==> config.mk <==
export PLATFORM = sky130hd
export DESIGN_NAME = clint_timer
export DESIGN_NICKNAME = d
export VERILOG_FILES = /design/src/rtl/clint_timer.sv
export SDC_FILE = /design/constraint.sdc
export NUM_CORES = 1
export LEC_CHECK = 0
export CAP_MARGIN = 20
export CORE_MARGIN = 4
export CORE_UTILIZATION = 50
export DETAILED_ROUTE_END_ITERATION = 12
export GPL_TIMING_DRIVEN = 0
export PLACE_DENSITY = 0.66
export SYNTH_ARGS = -nofsm -noshare
export SYNTH_HDL_FRONTEND = slang
export SYNTH_SLANG_ARGS = --single-unit
==> constraint.sdc <==
create_clock -name i_clk -period 2.8 [get_ports i_clk]
set_clock_uncertainty 0.05 [all_clocks]
set_input_delay 0.28 -clock i_clk [delete_from_list [all_inputs] [get_ports i_clk]]
set_output_delay 0.28 -clock i_clk [all_outputs]
set_load 0.01 [all_outputs]
==> src/rtl/clint_timer.sv <==
// ----------------------------------------------------------------------------
// clint_timer
//   Memory-mapped machine timer. It holds a 64-bit mtime counter and a 64-bit
//   mtimecmp register, and raises o_tip while mtime >= mtimecmp. It is a
//   word-addressed slave on the data-memory bus and acks every access one
//   cycle after the request.
//
//   Register map (byte offsets, bits [1:0] of the address are ignored):
//     0x00 mtime[31:0]    (a read also snapshots mtime[63:32] into hi-shadow)
//     0x04 mtime[63:32]   (reads return hi-shadow, writes go to live mtime)
//     0x08 mtimecmp[31:0]
//     0x0C mtimecmp[63:32]
//     0x10 ctrl           (bit0 = count enable, other bits read 0)
//     0x14 msip           (bit0, only when CLINT_MSIP_EN is defined)
//     others              read 0, writes ignored
//
//   Bus handshake: i_bus_en is a one-cycle request strobe sampled at a rising
//   edge N. A write updates the register at edge N. o_bus_ack is high for
//   exactly the cycle after N; back-to-back requests give back-to-back acks.
//   o_bus_rdata carries the addressed register value as it was just before
//   edge N (write acks return the pre-write value), and is 0 when no ack.
//
//   Build option: define CLINT_MSIP_EN to add the software-interrupt register
//   at 0x14 and drive o_sip from it; otherwise 0x14 reads 0 and o_sip is 0.
// ----------------------------------------------------------------------------
module clint_timer #(
    parameter int unsigned PRESCALE = 1,
    parameter logic [63:0] CMP_RST  = 64'hFFFF_FFFF_FFFF_FFFF
) (
    input  logic        i_clk,
    input  logic        i_rst,
    input  logic        i_bus_en,
    input  logic        i_bus_we,
    input  logic [4:0]  i_bus_addr,
    input  logic [31:0] i_bus_wdata,
    output logic [31:0] o_bus_rdata,
    output logic        o_bus_ack,
    output logic        o_tip,
    output logic        o_sip
);

    // Prescaler counter width; at least one bit so PRESCALE=1 still builds.
    localparam int unsigned     PS_W    = (PRESCALE > 1) ? $clog2(PRESCALE) : 1;
    localparam logic [PS_W-1:0] PS_LAST = PS_W'(PRESCALE - 1);

    // Word indices of the register map.
    localparam logic [2:0] IDX_MTIME_LO = 3'd0;
    localparam logic [2:0] IDX_MTIME_HI = 3'd1;
    localparam logic [2:0] IDX_CMP_LO   = 3'd2;
    localparam logic [2:0] IDX_CMP_HI   = 3'd3;
    localparam logic [2:0] IDX_CTRL     = 3'd4;
    localparam logic [2:0] IDX_MSIP     = 3'd5;

    // ------------------------------------------------------------------
    // Architectural state
    // ------------------------------------------------------------------
    logic [63:0]     mtime_q;
    logic [63:0]     mtimecmp_q;
    logic            ctrl_en_q;
    logic [PS_W-1:0] ps_cnt_q;
    logic [31:0]     hi_shadow_q;

    // Next-state values
    logic [63:0]     mtime_d;
    logic [63:0]     mtimecmp_d;
    logic            ctrl_en_d;
    logic [PS_W-1:0] ps_cnt_d;
    logic [31:0]     hi_shadow_d;

    // ------------------------------------------------------------------
    // Bus decode
    // ------------------------------------------------------------------
    logic [2:0] word_idx;
    logic       rd_req;
    logic       wr_req;
    logic       wr_mtime_lo;
    logic       wr_mtime_hi;
    logic       wr_cmp_lo;
    logic       wr_cmp_hi;
    logic       wr_ctrl;
    logic       rd_mtime_lo;
    logic       tick;
    logic [31:0] rd_mux;

    // Byte-lane bits carry no meaning for word-only accesses.
    logic unused_addr_bits;
    assign unused_addr_bits = ^i_bus_addr[1:0];

    assign word_idx    = i_bus_addr[4:2];
    assign rd_req      = i_bus_en & ~i_bus_we;
    assign wr_req      = i_bus_en &  i_bus_we;
    assign wr_mtime_lo = wr_req && (word_idx == IDX_MTIME_LO);
    assign wr_mtime_hi = wr_req && (word_idx == IDX_MTIME_HI);
    assign wr_cmp_lo   = wr_req && (word_idx == IDX_CMP_LO);
    assign wr_cmp_hi   = wr_req && (word_idx == IDX_CMP_HI);
    assign wr_ctrl     = wr_req && (word_idx == IDX_CTRL);
    assign rd_mtime_lo = rd_req && (word_idx == IDX_MTIME_LO);

    // A tick is the last prescaler count of an enabled cycle.
    assign tick = ctrl_en_q && (ps_cnt_q == PS_LAST);

    // ------------------------------------------------------------------
    // Optional software interrupt register
    // ------------------------------------------------------------------
`ifdef CLINT_MSIP_EN
    logic msip_q;
    logic wr_msip;

    assign wr_msip = wr_req && (word_idx == IDX_MSIP);

    // msip register: bit0 of a write to 0x14, visible on o_sip from the next cycle.
    always_ff @(posedge i_clk or negedge i_rst) begin
        if (!i_rst) begin
            msip_q <= 1'b0;
        end else if (wr_msip) begin
            msip_q <= i_bus_wdata[0];
        end
    end

    assign o_sip = msip_q;
`else
    assign o_sip = 1'b0;
`endif

    // ------------------------------------------------------------------
    // Next-state logic
    // ------------------------------------------------------------------

    // Prescaler: a write to either mtime half restarts it; ctrl.en=0 freezes it.
    always_comb begin
        ps_cnt_d = ps_cnt_q;
        if (wr_mtime_lo || wr_mtime_hi) begin
            ps_cnt_d = '0;
        end else if (ctrl_en_q) begin
            if (ps_cnt_q == PS_LAST) begin
                ps_cnt_d = '0;
            end else begin
                ps_cnt_d = ps_cnt_q + 1'b1;
            end
        end
    end

    // mtime: a bus write to either half wins over the tick and suppresses it.
    always_comb begin
        mtime_d = mtime_q;
        if (wr_mtime_lo) begin
            mtime_d = {mtime_q[63:32], i_bus_wdata};
        end else if (wr_mtime_hi) begin
            mtime_d = {i_bus_wdata, mtime_q[31:0]};
        end else if (tick) begin
            mtime_d = mtime_q + 64'd1;
        end
    end

    // mtimecmp halves and the ctrl enable bit are plain write-through registers.
    always_comb begin
        mtimecmp_d = mtimecmp_q;
        ctrl_en_d  = ctrl_en_q;
        if (wr_cmp_lo) begin
            mtimecmp_d[31:0] = i_bus_wdata;
        end
        if (wr_cmp_hi) begin
            mtimecmp_d[63:32] = i_bus_wdata;
        end
        if (wr_ctrl) begin
            ctrl_en_d = i_bus_wdata[0];
        end
    end

    // Hi-shadow: a read of mtime_lo snapshots the upper half for a tear-free 64-bit read.
    always_comb begin
        hi_shadow_d = hi_shadow_q;
        if (rd_mtime_lo) begin
            hi_shadow_d = mtime_q[63:32];
        end
    end

    // Read mux: register values as they stand before the sampling edge.
    always_comb begin
        rd_mux = 32'd0;
        case (word_idx)
            IDX_MTIME_LO: rd_mux = mtime_q[31:0];
            IDX_MTIME_HI: rd_mux = hi_shadow_q;
            IDX_CMP_LO:   rd_mux = mtimecmp_q[31:0];
            IDX_CMP_HI:   rd_mux = mtimecmp_q[63:32];
            IDX_CTRL:     rd_mux = {31'd0, ctrl_en_q};
`ifdef CLINT_MSIP_EN
            IDX_MSIP:     rd_mux = {31'd0, msip_q};
`else
            IDX_MSIP:     rd_mux = 32'd0;
`endif
            default:      rd_mux = 32'd0;
        endcase
    end

    // ------------------------------------------------------------------
    // State registers
    // ------------------------------------------------------------------

    // Timer state: counter, compare, enable, prescaler and hi-shadow.
    always_ff @(posedge i_clk or negedge i_rst) begin
        if (!i_rst) begin
            mtime_q     <= 64'd0;
            mtimecmp_q  <= CMP_RST;
            ctrl_en_q   <= 1'b1;
            ps_cnt_q    <= '0;
            hi_shadow_q <= 32'd0;
        end else begin
            mtime_q     <= mtime_d;
            mtimecmp_q  <= mtimecmp_d;
            ctrl_en_q   <= ctrl_en_d;
            ps_cnt_q    <= ps_cnt_d;
            hi_shadow_q <= hi_shadow_d;
        end
    end

    // Bus response: one ack per request, read data only alongside the ack.
    always_ff @(posedge i_clk or negedge i_rst) begin
        if (!i_rst) begin
            o_bus_ack   <= 1'b0;
            o_bus_rdata <= 32'd0;
        end else begin
            o_bus_ack   <= i_bus_en;
            o_bus_rdata <= i_bus_en ? rd_mux : 32'd0;
        end
    end

    // Timer interrupt: registered compare of the current register contents,
    // so o_tip follows a change of mtime/mtimecmp by exactly one cycle.
    always_ff @(posedge i_clk or negedge i_rst) begin
        if (!i_rst) begin
            o_tip <= 1'b0;
        end else begin
            o_tip <= (mtime_q >= mtimecmp_q);
        end
    end

endmodule

=== After elaboration in Yosys (flattened, before gate mapping) ===
Cells that the tools add are included.

* Bits in registers: 196
* Latch bits: 0
* RAM bits: 0
* ROM bits: 0
* Input port bits: 41
* Output and inout bits: 35
* Word-level logic and storage cells: 45
* Memories: 0

* Add/sub/neg operators: 2
* Multiply operators: 0
* Divide/modulo/power cells: 0
* Magnitude comparators: 1
* Equality and inequality tests: 5
* Shift operators: 0
* Mux-type cells: 8
* Bitwise logic cells: 5
* Reduce and logical (&&, ||, !) cells: 14

{| class="wikitable"
|+ Operator list
! cell !! count
|-
| 32-bit one-hot mux with 5 select lines || 1
|-
| 64-bit two-way mux || 2
|-
| 64-bit by 1-bit adder with 64-bit output (second input constant) || 1
|-
| 64-bit greater-or-equal comparator || 1
|-
| 32-bit two-way mux || 2
|-
| 1-bit logical AND || 7
|-
| 3-bit by 2-bit equality test with 1-bit output (second input constant) || 2
|-
| 2-bit nonzero test || 3
|-
| 2-bit AND reduction || 2
|-
| 3-bit by 1-bit equality test with 1-bit output (second input constant) || 1
|-
| 3-bit equality test (second input constant) || 1
|-
| 3-bit logical NOT || 1
|-
| 1-bit two-way mux || 3
|-
| 1-bit inverter || 3
|-
| 1-bit bitwise AND || 2
|-
| 2-bit inequality test (second input constant) || 1
|-
| 1-bit adder (second input constant) || 1
|-
| 1-bit logical OR || 1
|}

=== Depth between registers and ports, before layout ===
* Depth after elaboration: 5
* Depth in mapped cells: 9
* Mapped depth without buffers: 8

=== Worst setup path before layout ===
OpenSTA, ideal clock, no wires.

* Path type: reg2reg
* Start point: register mtime_q[6]
* End point: register mtime_q[27]
* Setup time: 0.131 ns
* Arrival: 2.045 ns
* Data required time: 2.619 ns
* Setup slack: 0.574 ns
* Stages on the path, launching flop included: 9
* Buffers on the path: 2
* Clock period less this slack: 2.226 ns
* Path through: dfrtp_1 > buf_4 > and3_4 > nand2_2 > or4_1 > buf_2 > or4_4 > a31oi_1 > o41ai_2

* Word-level cells in the longest chain between the ends: 4

{| class="wikitable"
|+ RTL lines
! element !! RTL line !! text
|-
| start: declaration || 57 || <nowiki>logic [63:0] mtime_q;</nowiki>
|-
| start signal: assignment || 209 || <nowiki>mtime_q <= mtime_d;</nowiki>
|-
| 64-bit by 1-bit adder with 64-bit output || 151 || <nowiki>mtime_d = mtime_q + 64'd1;</nowiki>
|-
| 64-bit two-way mux || 150 || <nowiki>end else if (tick) begin</nowiki>
|-
| 64-bit two-way mux || 148 || <nowiki>end else if (wr_mtime_hi) begin</nowiki>
|-
| 32-bit two-way mux || 146 || <nowiki>if (wr_mtime_lo) begin</nowiki>
|}

Every way passes these cells. The select of a mux whose other input is x is not followed.
A chain may end at the register's enable or synchronous reset.

=== Worst setup path in the final report ===
* Start point: register mtime_q[0]
* End point: register mtime_q[26]

Same word-level chain as after synthesis.

==> out/results.ini <==
[floorplan]
die_area_um2=23900
fp.dieH_um=155
coreArea_um2=21100
die_w_um=155
ioPinCount=76
initial_core_util_pct=51.0
num_rows=53

[detailed_routing]
routedWlPerCell_um=23.5
postRouteAntennaNets=0
drtIter0Drc=1060
drc=0
firstDrtPassIters=7
vias=9627
postRouteWirelength_mm=36.2
viasPerCell=6.25

[place]
globalplace.congestion=0.959
dp_hpwl_mm=25.9
numPortBuffers=68

[final_layout]
fill_cells=1882
final_nets=1358
antenna_cells=0
syn_to_final_growth_pct=15.8
drive_gt1_share_pct=12.7

[worst_setup_path]
crit_path_max_incr_delay_ns=0.55
critPathMaxFanout=7
worst_path_max_delay_cell=nor2_1
crit_chain=ha_1, and3_1, nand4_1, nor2_1, nand4_1, o22ai_1, o2bb2a_1
arrival_ns=3.03
path_common_cell=nand4_1
path_class=flop to flop
cp-startpoint=mtime_q[0]
cp-end-kind=flop
crit_required_ns=3.07
crit-reg2reg-launch=mtime_q[0]
crit_path_start_kind=flop

[timing]
relSlewSlack_pct=43.6
timing.final.crit_period_ns=2.76
finalMaxSlewViolations=0
fin_crit_sh_pct=98.7
whs_ns=0.260
rsz0062_at_grt=false
max_freq_mhz=362
worst_pin_slew_ns=0.846
hold_viol=0
setup_violations=0

[logic_synthesis]
synth_top_cells_by_count=o21ai_0, dfrtp_1, nand2_1
yosysSeqAreaShare_pct=46.1
yosysMostFrequentCell=o21ai_0
synth_top_area_share_pct=30.2
synthDistinctLibCells=63
async_flop_share_pct=100
synthTopCellsByArea=dfrtp_1, dfstp_2, ha_1
synth_top_area_cell=dfrtp_1
syn-num-nets=1265
synth_warnings=0
synth_cells=1159
synth_ff_type=dfrtp_1
synth_area_um2=10800
avgSynthCellArea_um2=9.28
ys_ff_latch=195
synth_edf_count=0

[hold_path]
min_from=i_bus_en
hold_path.class=input pin to flop

[clock_tree]
clock-sinks=195
clockBufferDepth=2
cts-root-buf=clkbuf_16
cts_max_level=4
cts_tree=yes
clk_pin_slew_worst_paths_ns=0.08
clock_latency_ns=0.44
cts_made_buffers=17

[global_routing]
antenna_found_initial=0
grt_max_degree=105
grtUsageTotal_pct=30.5
grt_overflow=0
grt_pass1_wl_mm=56.2
grt_pass1_vias=9737

[status]
status=complete, no violations

[power_and_ir_drop]
power_mw=9.09
p_leak_nw=5.09
ir_worst_vdd_mv=0.373
powerDensity_nw_per_um2=730

[run]
max-cap-violations=0

-- layout make-up --
cell class / instances / area, um2 / share of cell area (%)
buffer: 70 / 283 / 2.27
clock inverter: 12 / 119 / 0.954
inverter: 76 / 285 / 2.29
clock buffer: 20 / 447 / 3.59
tap: 275 / 344 / 2.76
sequential: 195 / 4960 / 39.8
multi-input combinational: 817 / 5260 / 42.2
timing repair buffer: 75 / 761 / 6.11
-- flip-flops by register name (all words and copies together), names as in the netlist --
register / count
o_bus_rdata: 32
hi_shadow_q: 32
mtime_q: 64
o_bus_ack: 1
mtimecmp_q: 64
ctrl_en_q: 1
o_tip: 1
-- kinds of logic (layout without fill, tap and decap cells) --
kind of cell,after synthesis,count (layout),share of synthesized area (%)
AO/OA/AOI/OAI,356,356,19.8
XOR/XNOR,29,29,2.36
adder cells (fa/ha/maj),65,65,7.56
buffers and inverters,147,253,5.31
flip-flops,195,195,46.1
multiplexers,31,31,3.24
other,1,1,0.0349
AND/OR/NAND/NOR,335,335,15.6
-- path summary, 6_finish.rpt --
path | end | slack [ns] | cells past startpoint
worst max-delay path | mtime_q[26] | 0.04 | 7
worst min-delay path | o_bus_ack | 0.26 | 1
worst max register to register | mtime_q[26] | 0.04 | 7
worst min register to register | hi_shadow_q[19] | 0.44 | 2
max in group asynchronous | mtime_q[21] | 1.33 | 3
min in group asynchronous | hi_shadow_q[3] | 0.36 | 2
-- critical path, delay by kind of cell (launching register included) --
| family | cells | cell delay (ns) |
|---|---|---|
| AOI/OAI and AO/OA | 2 | 0.40 |
| DFF | 1 | 0.45 |
| and+or+nand+nor | 4 | 1.50 |
| adders and majority gates | 1 | 0.23 |
-- through the flow --
stage	setup TNS [ns]	worst slack, ns	instance area [um2]	std cells	utilization, %
finish	0	0.0371	12500	1540	59.1
floorplan	0	0.574	10800	1159	-
global route	0	0.00575	12500	1540	59.1
detailed placement	-14.21	-0.397	11800	1503	56.0
CTS	0	0.00174	12400	1540	59.0
global placement	-1188.16	-6.91	11800	1502	55.9
-- power breakdown --
group	internal, mW	switching (mW)	total (mW)
sequential	3.60	0.625	4.22
combinational	1.04	1.43	2.47
clock	1.20	1.20	2.40
-- routing by layer --
layer | vias up | track usage (%) | wire length (um) | part of all wire, %
met1 | 4764 | 42.1 | 15700 | 43
met5 | - | 0 | 0 | 0
met2 | 419 | 47.3 | 16500 | 46
li1 | 4387 | - | - | -
met3 | 57 | 8.23 | 3150 | 8.7
met4 | 0 | 9.34 | 905 | 2.5
-- placed cells by master, fill, tap and decap left out, types with 10 or more instances in the layout --
master / count
a22oi_1: 67
nand2_1: 127
xnor2_1: 15
inv_1: 76
nand4_1: 42
ha_1: 65
a31oi_1: 11
xor2_1: 14
buf_2: 10
nor2_1: 45
mux2_2: 31
clkbuf_1: 59
a21oi_1: 89
dfrtp_1: 130
dfstp_2: 65
clkdlybuf4s50_1: 67
nand3_1: 33
o21ai_0: 134
and3_1: 19
clkbuf_16: 17
nor4_1: 17
nor3_1: 14
-- what timing repair did --
action | 4_1_cts | 5_1_grt
hold buffers | 1 | 0
setup endpoints to repair | 17 | 32
resized for setup | 2 | 5
endpoints found under the hold margin | 59 | 0
pin swaps | 2 | 1
setup buffers | 4 | 1
(Power assumes the default switching activity.)
